**config.mk**
```make
export PLATFORM = sky130hd
export DESIGN_NAME = delta_controller_output_storer_flat
export DESIGN_NICKNAME = d
export VERILOG_FILES = /design/src/rtl/delta_pkg.sv /design/src/rtl/delta_controller_output_storer_if.sv /design/src/rtl/delta_requant_pack.sv /design/src/rtl/delta_controller_output_storer.sv /design/src/flat_wrapper.sv
export SDC_FILE = /design/constraint.sdc
export NUM_CORES = 1
export LEC_CHECK = 0
export ABC_AREA = 1
export CAP_MARGIN = 10
export CORE_MARGIN = 2
export CORE_UTILIZATION = 35
export DETAILED_ROUTE_END_ITERATION = 6
export PLACE_DENSITY = 0.69
export REMOVE_ABC_BUFFERS = 1
export SYNTH_ARGS = -nofsm -noshare
export SYNTH_HDL_FRONTEND = slang
export SYNTH_SLANG_ARGS = --single-unit
```
**constraint.sdc**
```tcl
create_clock -name clock -period 2.2 [get_ports clock]
set_clock_uncertainty 0.2 [all_clocks]
set_input_delay 0.44 -clock clock [delete_from_list [all_inputs] [get_ports clock]]
set_output_delay 0.44 -clock clock [all_outputs]
set_load 0.05 [all_outputs]
```
**src/rtl/delta_pkg.sv**
```systemverilog
// Shared constants, FSM encoding and the requantization helper for the
// Delta controller output storer.
package delta_pkg;

  localparam int PU_NUM         = 8;
  localparam int OUTPUT_CHANNEL = 4;
  localparam int BIN_LEN        = 8;
  localparam int OUT_BIN_LEN    = 16;
  localparam int WORD_W         = OUTPUT_CHANNEL * BIN_LEN;
  localparam int PU_IDX_W       = $clog2(PU_NUM);

  typedef enum logic [2:0] {
    ST_IDLE    = 3'd0,
    ST_SNAP    = 3'd1,
    ST_PACK    = 3'd2,
    ST_WR      = 3'd3,
    ST_WAIT_WR = 3'd4,
    ST_NEXT    = 3'd5,
    ST_DONE    = 3'd6
  } storer_state_t;

  typedef logic [OUTPUT_CHANNEL-1:0][OUT_BIN_LEN-1:0] pu_ob_t;
  typedef pu_ob_t [PU_NUM-1:0]                        ob_bus_t;

  localparam logic signed [OUT_BIN_LEN-1:0] Q_ZERO = OUT_BIN_LEN'(0);
  localparam logic signed [OUT_BIN_LEN-1:0] Q_UMAX = OUT_BIN_LEN'((1 << BIN_LEN) - 1);
  localparam logic signed [OUT_BIN_LEN-1:0] Q_SMAX = OUT_BIN_LEN'((1 << (BIN_LEN - 1)) - 1);
  localparam logic signed [OUT_BIN_LEN-1:0] Q_SMIN = OUT_BIN_LEN'(-(1 << (BIN_LEN - 1)));

  // ReLU mode clamps to the unsigned range; otherwise clamp to the signed range.
  function automatic logic [BIN_LEN-1:0] sat_relu(input logic signed [OUT_BIN_LEN-1:0] v,
                                                  input logic relu_en);
    logic [BIN_LEN-1:0] res;
    if (relu_en) begin
      if (v < Q_ZERO) begin
        res = BIN_LEN'(0);
      end else if (v > Q_UMAX) begin
        res = Q_UMAX[BIN_LEN-1:0];
      end else begin
        res = v[BIN_LEN-1:0];
      end
    end else begin
      if (v < Q_SMIN) begin
        res = Q_SMIN[BIN_LEN-1:0];
      end else if (v > Q_SMAX) begin
        res = Q_SMAX[BIN_LEN-1:0];
      end else begin
        res = v[BIN_LEN-1:0];
      end
    end
    return res;
  endfunction

endpackage

```
**src/rtl/delta_controller_output_storer_if.sv**
```systemverilog
// Tile control, output-buffer and DRAM write bus between the top controller,
// the PUs and the output storer.
interface delta_controller_output_storer_if;
  import delta_pkg::*;

  logic                 start;
  logic                 layer_start;
  logic [31:0]          output_start_address;
  logic                 relu_en;
  ob_bus_t              OB_data;
  logic [PU_NUM-1:0]    OB_r_enable;
  logic                 DRAM_Write;
  logic [31:0]          DRAM_Address;
  logic [WORD_W-1:0]    DRAM_WriteData;
  logic                 DRAM_WriteDone;
  logic                 finished;

  modport slave (
    input  start, layer_start, output_start_address, relu_en, OB_data, DRAM_WriteDone,
    output OB_r_enable, DRAM_Write, DRAM_Address, DRAM_WriteData, finished
  );

  modport master (
    output start, layer_start, output_start_address, relu_en, OB_data, DRAM_WriteDone,
    input  OB_r_enable, DRAM_Write, DRAM_Address, DRAM_WriteData, finished
  );

endinterface

```
**src/rtl/delta_requant_pack.sv**
```systemverilog
// Requantizes one PU's OUTPUT_CHANNEL partial sums and packs them into a DRAM
// word, channel j in bits [j*BIN_LEN +: BIN_LEN].
module delta_requant_pack
  import delta_pkg::*;
(
  input  pu_ob_t            i_ob,
  input  logic              i_relu_en,
  output logic [WORD_W-1:0] o_word
);

  for (genvar j = 0; j < OUTPUT_CHANNEL; j++) begin : g_sat
    assign o_word[j*BIN_LEN +: BIN_LEN] = sat_relu(i_ob[j], i_relu_en);
  end

endmodule

```
**src/rtl/delta_controller_output_storer.sv**
```systemverilog
// Snapshots all PU output buffers at tile end, requantizes and writes one
// packed word per PU to DRAM, then pulses finished.
module delta_controller_output_storer
  import delta_pkg::*;
(
  input  logic                             clock,
  input  logic                             reset,
  delta_controller_output_storer_if.slave  bus
);

  localparam logic [2:0] S_IDLE    = ST_IDLE;
  localparam logic [2:0] S_SNAP    = ST_SNAP;
  localparam logic [2:0] S_PACK    = ST_PACK;
  localparam logic [2:0] S_WR      = ST_WR;
  localparam logic [2:0] S_WAIT_WR = ST_WAIT_WR;
  localparam logic [2:0] S_NEXT    = ST_NEXT;
  localparam logic [2:0] S_DONE    = ST_DONE;

  localparam logic [PU_IDX_W-1:0] LAST_PU = PU_IDX_W'(PU_NUM - 1);

  logic [2:0]          r_state;
  logic [31:0]         r_addr;
  logic [PU_IDX_W-1:0] r_pu_idx;
  logic [WORD_W-1:0]   r_wdata;
  ob_bus_t             r_snap;

  logic [2:0]          w_next_state;
  pu_ob_t              w_sel_ob;
  logic [WORD_W-1:0]   w_pack_word;

  assign w_sel_ob = r_snap[r_pu_idx];

  delta_requant_pack u_pack (
    .i_ob      (w_sel_ob),
    .i_relu_en (bus.relu_en),
    .o_word    (w_pack_word)
  );

  // Next-state decode; DRAM_WriteDone only matters while waiting for it.
  always_comb begin
    w_next_state = r_state;
    case (r_state)
      S_IDLE: begin
        if (bus.start) begin
          w_next_state = S_SNAP;
        end else begin
          w_next_state = S_IDLE;
        end
      end
      S_SNAP:  w_next_state = S_PACK;
      S_PACK:  w_next_state = S_WR;
      S_WR:    w_next_state = S_WAIT_WR;
      S_WAIT_WR: begin
        if (bus.DRAM_WriteDone) begin
          w_next_state = S_NEXT;
        end else begin
          w_next_state = S_WAIT_WR;
        end
      end
      S_NEXT: begin
        if (r_pu_idx == LAST_PU) begin
          w_next_state = S_DONE;
        end else begin
          w_next_state = S_PACK;
        end
      end
      S_DONE:  w_next_state = S_IDLE;
      default: w_next_state = S_IDLE;
    endcase
  end

  // State, write pointer, PU index, snapshot and packed word registers.
  always_ff @(posedge clock) begin
    if (!reset) begin
      r_state  <= S_IDLE;
      r_addr   <= bus.output_start_address;
      r_pu_idx <= '0;
      r_wdata  <= '0;
      r_snap   <= '0;
    end else begin
      r_state <= w_next_state;
      case (r_state)
        S_IDLE: begin
          if (bus.layer_start) begin
            r_addr <= bus.output_start_address;
          end else begin
            r_addr <= r_addr;
          end
        end
        S_SNAP: begin
          r_snap   <= bus.OB_data;
          r_pu_idx <= '0;
        end
        S_PACK: r_wdata <= w_pack_word;
        S_NEXT: begin
          r_addr <= r_addr + 32'd4;
          if (r_pu_idx != LAST_PU) begin
            r_pu_idx <= r_pu_idx + PU_IDX_W'(1);
          end else begin
            r_pu_idx <= r_pu_idx;
          end
        end
        default: begin
        end
      endcase
    end
  end

  assign bus.OB_r_enable    = {PU_NUM{r_state == S_SNAP}};
  assign bus.DRAM_Write     = (r_state == S_WR) || (r_state == S_WAIT_WR);
  assign bus.DRAM_Address   = r_addr;
  assign bus.DRAM_WriteData = r_wdata;
  assign bus.finished       = (r_state == S_DONE);

endmodule

```
**src/flat_wrapper.sv**
```systemverilog
// flat-port wrapper written by rule: the top's interface ports become plain ports
module delta_controller_output_storer_flat import delta_pkg::*;
  (clock, reset, bus_start, bus_layer_start, bus_output_start_address, bus_relu_en, bus_OB_data, bus_DRAM_WriteDone, bus_OB_r_enable, bus_DRAM_Write, bus_DRAM_Address, bus_DRAM_WriteData, bus_finished);
  delta_controller_output_storer_if bus_i ();
  input  logic clock;
  input  logic reset;
  input wire logic [$bits(bus_i.start)-1:0] bus_start;
  input wire logic [$bits(bus_i.layer_start)-1:0] bus_layer_start;
  input wire logic [$bits(bus_i.output_start_address)-1:0] bus_output_start_address;
  input wire logic [$bits(bus_i.relu_en)-1:0] bus_relu_en;
  input wire logic [$bits(bus_i.OB_data)-1:0] bus_OB_data;
  input wire logic [$bits(bus_i.DRAM_WriteDone)-1:0] bus_DRAM_WriteDone;
  output wire logic [$bits(bus_i.OB_r_enable)-1:0] bus_OB_r_enable;
  output wire logic [$bits(bus_i.DRAM_Write)-1:0] bus_DRAM_Write;
  output wire logic [$bits(bus_i.DRAM_Address)-1:0] bus_DRAM_Address;
  output wire logic [$bits(bus_i.DRAM_WriteData)-1:0] bus_DRAM_WriteData;
  output wire logic [$bits(bus_i.finished)-1:0] bus_finished;
  assign bus_i.start = bus_start;
  assign bus_i.layer_start = bus_layer_start;
  assign bus_i.output_start_address = bus_output_start_address;
  assign bus_i.relu_en = bus_relu_en;
  assign bus_i.OB_data = bus_OB_data;
  assign bus_i.DRAM_WriteDone = bus_DRAM_WriteDone;
  assign bus_OB_r_enable = bus_i.OB_r_enable;
  assign bus_DRAM_Write = bus_i.DRAM_Write;
  assign bus_DRAM_Address = bus_i.DRAM_Address;
  assign bus_DRAM_WriteData = bus_i.DRAM_WriteData;
  assign bus_finished = bus_i.finished;
  delta_controller_output_storer u_core (.clock(clock), .reset(reset), .bus(bus_i));
endmodule
```
; ---- Yosys cells after proc, flatten, opt, wreduce, memory -nomap -nowiden
; Cells that the tools add are included.
; Widths: inputs -> output; s select.
[totals]
register_bits = 582
wordCells = 102
[op_classes]
n_addsub = 2
magnitude_cmp = 17
eq_ne = 11
mux = 31
n_reduce_logical = 5
[ops]
columns = cell, count
row1 = $bmux 64 s3, 1
row2 = $mux 8, 20
row3 = $gt 16x8->1 const B, 4
row4 = $gt 16x9->1 const B, 4
row5 = $lt 16x1->1 const B, 4
row6 = $lt 16x8->1 const B, 4
row7 = $mux 32, 2
row8 = $mux 64, 1
row9 = $pmux 32 s2, 1
row10 = $add 32x3->32 const B, 1
row11 = $pmux 3 s6, 1
row12 = $eq 3x3->1 const B, 4
row13 = $eq 3x2->1 const B, 2
row14 = $mux 3, 2
row15 = $ne 3x3->1 const B, 2
row16 = $pmux 3 s2, 1
row17 = $lt 3x4->1 const B, 1
row18 = $reduce_and 2->1, 2
row19 = $add 3x1->3 const B, 1
row20 = $eq 3x1->1 const B, 1
row21 = $logic_not 3->1, 1
row22 = $ne 3x1->1 const B, 1
row23 = $mux 1, 2
row24 = $ne 2x1->1 const B, 1
row25 = other kinds (2), 2

; ---- Logic depth before layout (Yosys ltp)
[logic_depth]
word_depth = 6
mapped_depth = 15
ltp_nobuf = 12

; ---- By module
; A second synthesis with hierarchy kept.
[unflattened]
hier_cells = 3776
area_unflattened_um2 = 26644.3
[modules_own_cells]
columns = module, instances, cells_each, area_each_um2, seq_area_each_um2
row1 = delta_controller_output_storer, 1, 3518, 25494.5, 11971.5
row2 = delta_requant_pack, 1, 258, 1149.9, 0.0

; ---- Worst setup path after synthesis
; Ideal clock, no wire load.
[synth_path]
path_type = register to output
from = register u_core.r_state[0]
to = output port bus_OB_r_enable[1]
t_arrival_ps = 2135
required_time_ps = 1560
slack_ps = -575
path_stages_with_launch = 8
path_cell_list = dfxtp_1 > inv_1 > nor2_1 > inv_1 > nor2_1 > clkbuf_1 > clkbuf_1 > buf_4
[synth_via]
elab_chain_len = 1
[synth_lines]
columns = item, line_no
row1 = from (decl), delta_controller_output_storer.sv:21  ; logic [2:0] r_state;
row2 = from (signal assigned), delta_controller_output_storer.sv:81  ; r_state <= w_next_state;
row3 = $eq 3x1->1, delta_controller_output_storer.sv:109  ; assign bus.OB_r_enable = {PU_NUM{r_state == S_SNAP}};
row4 = to (decl), flat_wrapper.sv:13  ; output wire logic [$bits(bus_i.OB_r_enable)-1:0] bus_OB_r_enable;
; No other way between the ends.

; ---- Worst setup path in the final report
[layout_path]
from = register u_core.r_pu_idx[0]
to = register u_core.r_wdata[17] (netlist: u_core.bus.DRAM_WriteData[17])
[layout_via]
elab_chain_len = 6
[layout_lines]
columns = item, line_no
row1 = from (decl), delta_controller_output_storer.sv:23  ; logic [PU_IDX_W-1:0] r_pu_idx;
row2 = from (signal assigned), delta_controller_output_storer.sv:98  ; r_pu_idx <= r_pu_idx + PU_IDX_W'(1);
row3 = from (signal assigned), delta_controller_output_storer.sv:100  ; r_pu_idx <= r_pu_idx;
row4 = $bmux 64 s3 *, delta_controller_output_storer.sv:31  ; assign w_sel_ob = r_snap[r_pu_idx];
row5 = $mux 64 (not written as such) *, delta_controller_output_storer.sv:31
row6 = $gt 16x8->1 / $gt 16x9->1 (equally long branches), "delta_pkg.sv:45, delta_pkg.sv:37"
row7 = $mux 8 (on tied branches), "delta_pkg.sv:45, delta_pkg.sv:37"
row8 = $mux 8 (on tied branches), "delta_pkg.sv:43, delta_pkg.sv:35"
row9 = $mux 8 *, delta_pkg.sv:34  ; if (relu_en) begin
row10 = to (signal assigned), delta_controller_output_storer.sv:94  ; S_PACK: r_wdata <= w_pack_word;
row11 = to (decl), delta_controller_output_storer.sv:24  ; logic [WORD_W-1:0] r_wdata;
; Mark *: on every way between the ends. The rest lies on a longest branch, timed or not. The select of a mux whose other input is x is not followed.
; A chain may end at the register's enable or synchronous reset.

==> impl_metrics.env <==
export IMPL_status="finished, violations left"
export IMPL_violations="negative setup slack"
export IMPL_endpoint_kind="flip-flop"
export IMPL_hold_class="in2reg"
export IMPL_synth_seq_cells=582
export IMPL_finalHoldViolCount=0
export IMPL_place_congestion=0.878
export IMPL_comb_power_share_pct=25.7
export IMPL_final_common_cell="nor2_1"
export IMPL_setup_ws_ns=-0.159
export IMPL_power_w=0.0319
export IMPL_ir_worst_vdd_uv=532
export IMPL_avgSynthCellArea_um2=6.84
export IMPL_yosysUniqueCellTypes=40
export IMPL_nNetsFinal=5212
export IMPL_clk_transition_reported_paths_ns=0.06
export IMPL_synth_edf_count=32
export IMPL_ios=624
export IMPL_final_cell_mix="751 x nor2_1, 590 x o21ai_0, 548 x clkdlybuf4s50_1"
export IMPL_overflow=0
export IMPL_start_kind="flip-flop"
export IMPL_drive_gt1_share_pct=16.1
export IMPL_htree_levels=3
export IMPL_p_clk_share_pct=34.8
export IMPL_grt_max_degree=109
export IMPL_p_leak_nw=17.1
export IMPL_ant_nets=0
export IMPL_drc=0
export IMPL_met2_usage_pct=40.6
export IMPL_first_pass_iters=6
export IMPL_grt_pass1_vias=27225
export IMPL_crit_arrival_ns=2.70
export IMPL_dp_cells=5518
export IMPL_die_area_um2=79600
export IMPL_p_seq_share_pct=39.5
export IMPL_track_usage_pct=24.6
export IMPL_power_density_nw_per_um2=792
export IMPL_netSwitchingFraction_pct=31.3
export IMPL_relSlewSlack_pct=63.4
export IMPL_critPathKind="reg2reg"
export IMPL_dpl_hpwl_um=71200
export IMPL_cts_root_buf="clkbuf_16"
export IMPL_grt_pass1_wl_um=154000
export IMPL_dr_total_vias=29287
export IMPL_cts_hold_buf=0
export IMPL_wl_um=108000
export IMPL_fmax_ghz=0.424
export IMPL_start_util_pct=35.5
export IMPL_period_share_pct=107
export IMPL_cts_tree="done"
export IMPL_io_buffers=623
export IMPL_p_sw_w=0.00999
export IMPL_post_place_ws_ns=-0.220
export IMPL_synthFlopType="dfxtp_1"
export IMPL_cts_inserted_buffers=66
export IMPL_grt_setup_unrepaired="yes"
export IMPL_clock_sinks=582
export IMPL_cts_buffer_depth=3
export IMPL_gr_usage_met1_pct=31.8
export IMPL_vias_per_cell=5.08
export IMPL_rows=101
export IMPL_die_w_um=282
export IMPL_clk_latency_ns=0.62
export IMPL_syn_inst=3959
export IMPL_areaGrowthSynthToFinish_pct=48.9
export IMPL_grt_use_met3_pct=3.71
export IMPL_placed_cell_area_um2=35400
export IMPL_core_area_um2=76300
export IMPL_worst_pin_slew_ns=0.544
export IMPL_finalCriticalPeriod_ns=2.36
export IMPL_p_int_w=0.0219
export IMPL_yosys_warnings=0
export IMPL_stdcell_count=5762
export IMPL_worst_ep_required_time_ns=2.54
export IMPL_max_cap_violations=0
export IMPL_seq_area_frac_synth_pct=44.2
export IMPL_cp_max_fo=8
export IMPL_maxSlewViolCount=0
export IMPL_die_h_um=282
export IMPL_busiest_layer="met2"
export IMPL_antenna_found_initial=25
export IMPL_finalSetupViolCount=42
export IMPL_drtIter0Drc=2443
export IMPL_stdcell_area_um2=40300
export IMPL_async_flop_share_pct=0
export IMPL_wire_per_inst_um=18.8
export IMPL_syn_area_um2=27100
## power by group through the flow
stage / clock (W) / combinational [W] / sequential [W]
final: 0.0111 / 0.00820 / 0.0126
after global routing: 0.0117 / 0.00894 / 0.0127
after CTS: 0.0113 / 0.00740 / 0.0126
after detailed placement: 0 / 0.00704 / 0.0128
after global placement: 0 / 0.00695 / 0.0128
after floorplan: 0 / 0.00324 / 0.0129
## area by class of cell
| cell class | count | area [um^2] |
|---|---|---|
| Sequential cell | 582 | 12000 |
| Clock buffer | 93 | 1920 |
| Fill cell | 7249 | 36000 |
| Timing Repair inverter | 2 | 22.5 |
| Tap cell | 1030 | 1290 |
| Clock inverter | 24 | 235 |
| Timing Repair Buffer | 924 | 10100 |
| Multi-Input combinational cell | 2765 | 13500 |
| Inverter | 318 | 1250 |
| Antenna cell | 24 | 60.1 |
## synth_stat cells, types with 3 or more instances
master,instances,area (um^2)
nor3_1,10,50.1
nand4_1,5,31.3
a21oi_4,3,48.8
a21oi_1,320,1600
nor2_4,7,78.8
mux2i_1,7,70.1
dfxtp_1,550,11000
nand2_1,575,2160
buf_2,99,495
edfxtp_1,32,961
buf_4,22,165
ha_1,3,37.5
o22ai_1,21,131
inv_1,314,1180
o211ai_1,29,218
or2_2,9,56.3
nand3_1,224,1120
nor2_2,5,31.3
o21ai_1,55,275
clkbuf_1,153,574
buf_6,16,180
nand2_2,5,31.3
xor2_1,6,52.6
nor2_1,791,2970
xnor2_1,4,35.0
buf_1,4,15.0
o21ai_0,671,3360
## kinds of logic after synthesis
| kind of cell | count (synthesis) | synth area share [%] |
|---|---|---|
| AO/OA/AOI/OAI | 1104 | 20.9 |
| XOR/XNOR | 10 | 0.323 |
| adder cells (fa/ha/maj) | 3 | 0.139 |
| buffers and inverters | 612 | 9.70 |
| flip-flops | 582 | 44.2 |
| multiplexers | 9 | 0.342 |
| AND/OR/NAND/NOR | 1639 | 24.4 |
## what timing repair did
item,4_1_cts,5_1_grt
pin swaps,51,68
resized for setup,188,274
endpoints found under the setup margin,54,349
gates cloned,13,21
buffers inserted,31,46
## final timing paths
| path | startpoint | endpoint | slack (ns) | depth (start not counted) |
|---|---|---|---|---|
| min | reset | u_core.r_snap[271] | 0.09 | 4 |
| min reg2reg | u_core.r_snap[79] | u_core.r_snap[79] | 0.25 | 2 |
| max | u_core.r_pu_idx[0] | u_core.bus.DRAM_WriteData[17] | -0.16 | 15 |
| max reg2reg | u_core.r_pu_idx[0] | u_core.bus.DRAM_WriteData[17] | -0.16 | 15 |
## registers in the layout, indices dropped and copies added, names as in the netlist
signal / count
u_core.bus.DRAM_Address: 32
u_core.bus.DRAM_WriteData: 32
u_core.r_pu_idx: 3
u_core.r_snap: 512
u_core.r_state: 3
## critical path, cell delays in order, from the launching register on
cell     delay, ns
dfxtp_4       0.37
buf_12        0.14
buf_16        0.15
buf_6         0.13
nand2_2       0.06
nand3_2       0.09
nand2_1       0.07
nand2_1       0.05
nand2_2       0.07
nand2_2       0.06
nor2_4        0.14
buf_6         0.15
nand2_4       0.05
a21oi_4       0.28
nand2_1       0.11
a21oi_2       0.12
## through the flow
stage / hold WS (ns) / setup TNS [ns] / util [%]
after detailed placement: 0.241 / -2.80 / 46.3
after global placement: 0.237 / -2.02 / 46.3
after floorplan: 0.224 / - / -
after CTS: 0.0563 / -4.85 / 50.7
final: 0.0910 / -3.76 / 52.8
after global routing: 0.0800 / -9.32 / 52.8
## routing by layer
| metal | vias to the layer above | wire length, um |
|---|---|---|
| li1 | 14327 | - |
| met1 | 13742 | 45500 |
| met2 | 1006 | 52000 |
| met3 | 206 | 6740 |
| met4 | 6 | 3920 |
| met5 | - | 23 |
Power figures use the tool's default switching activity.
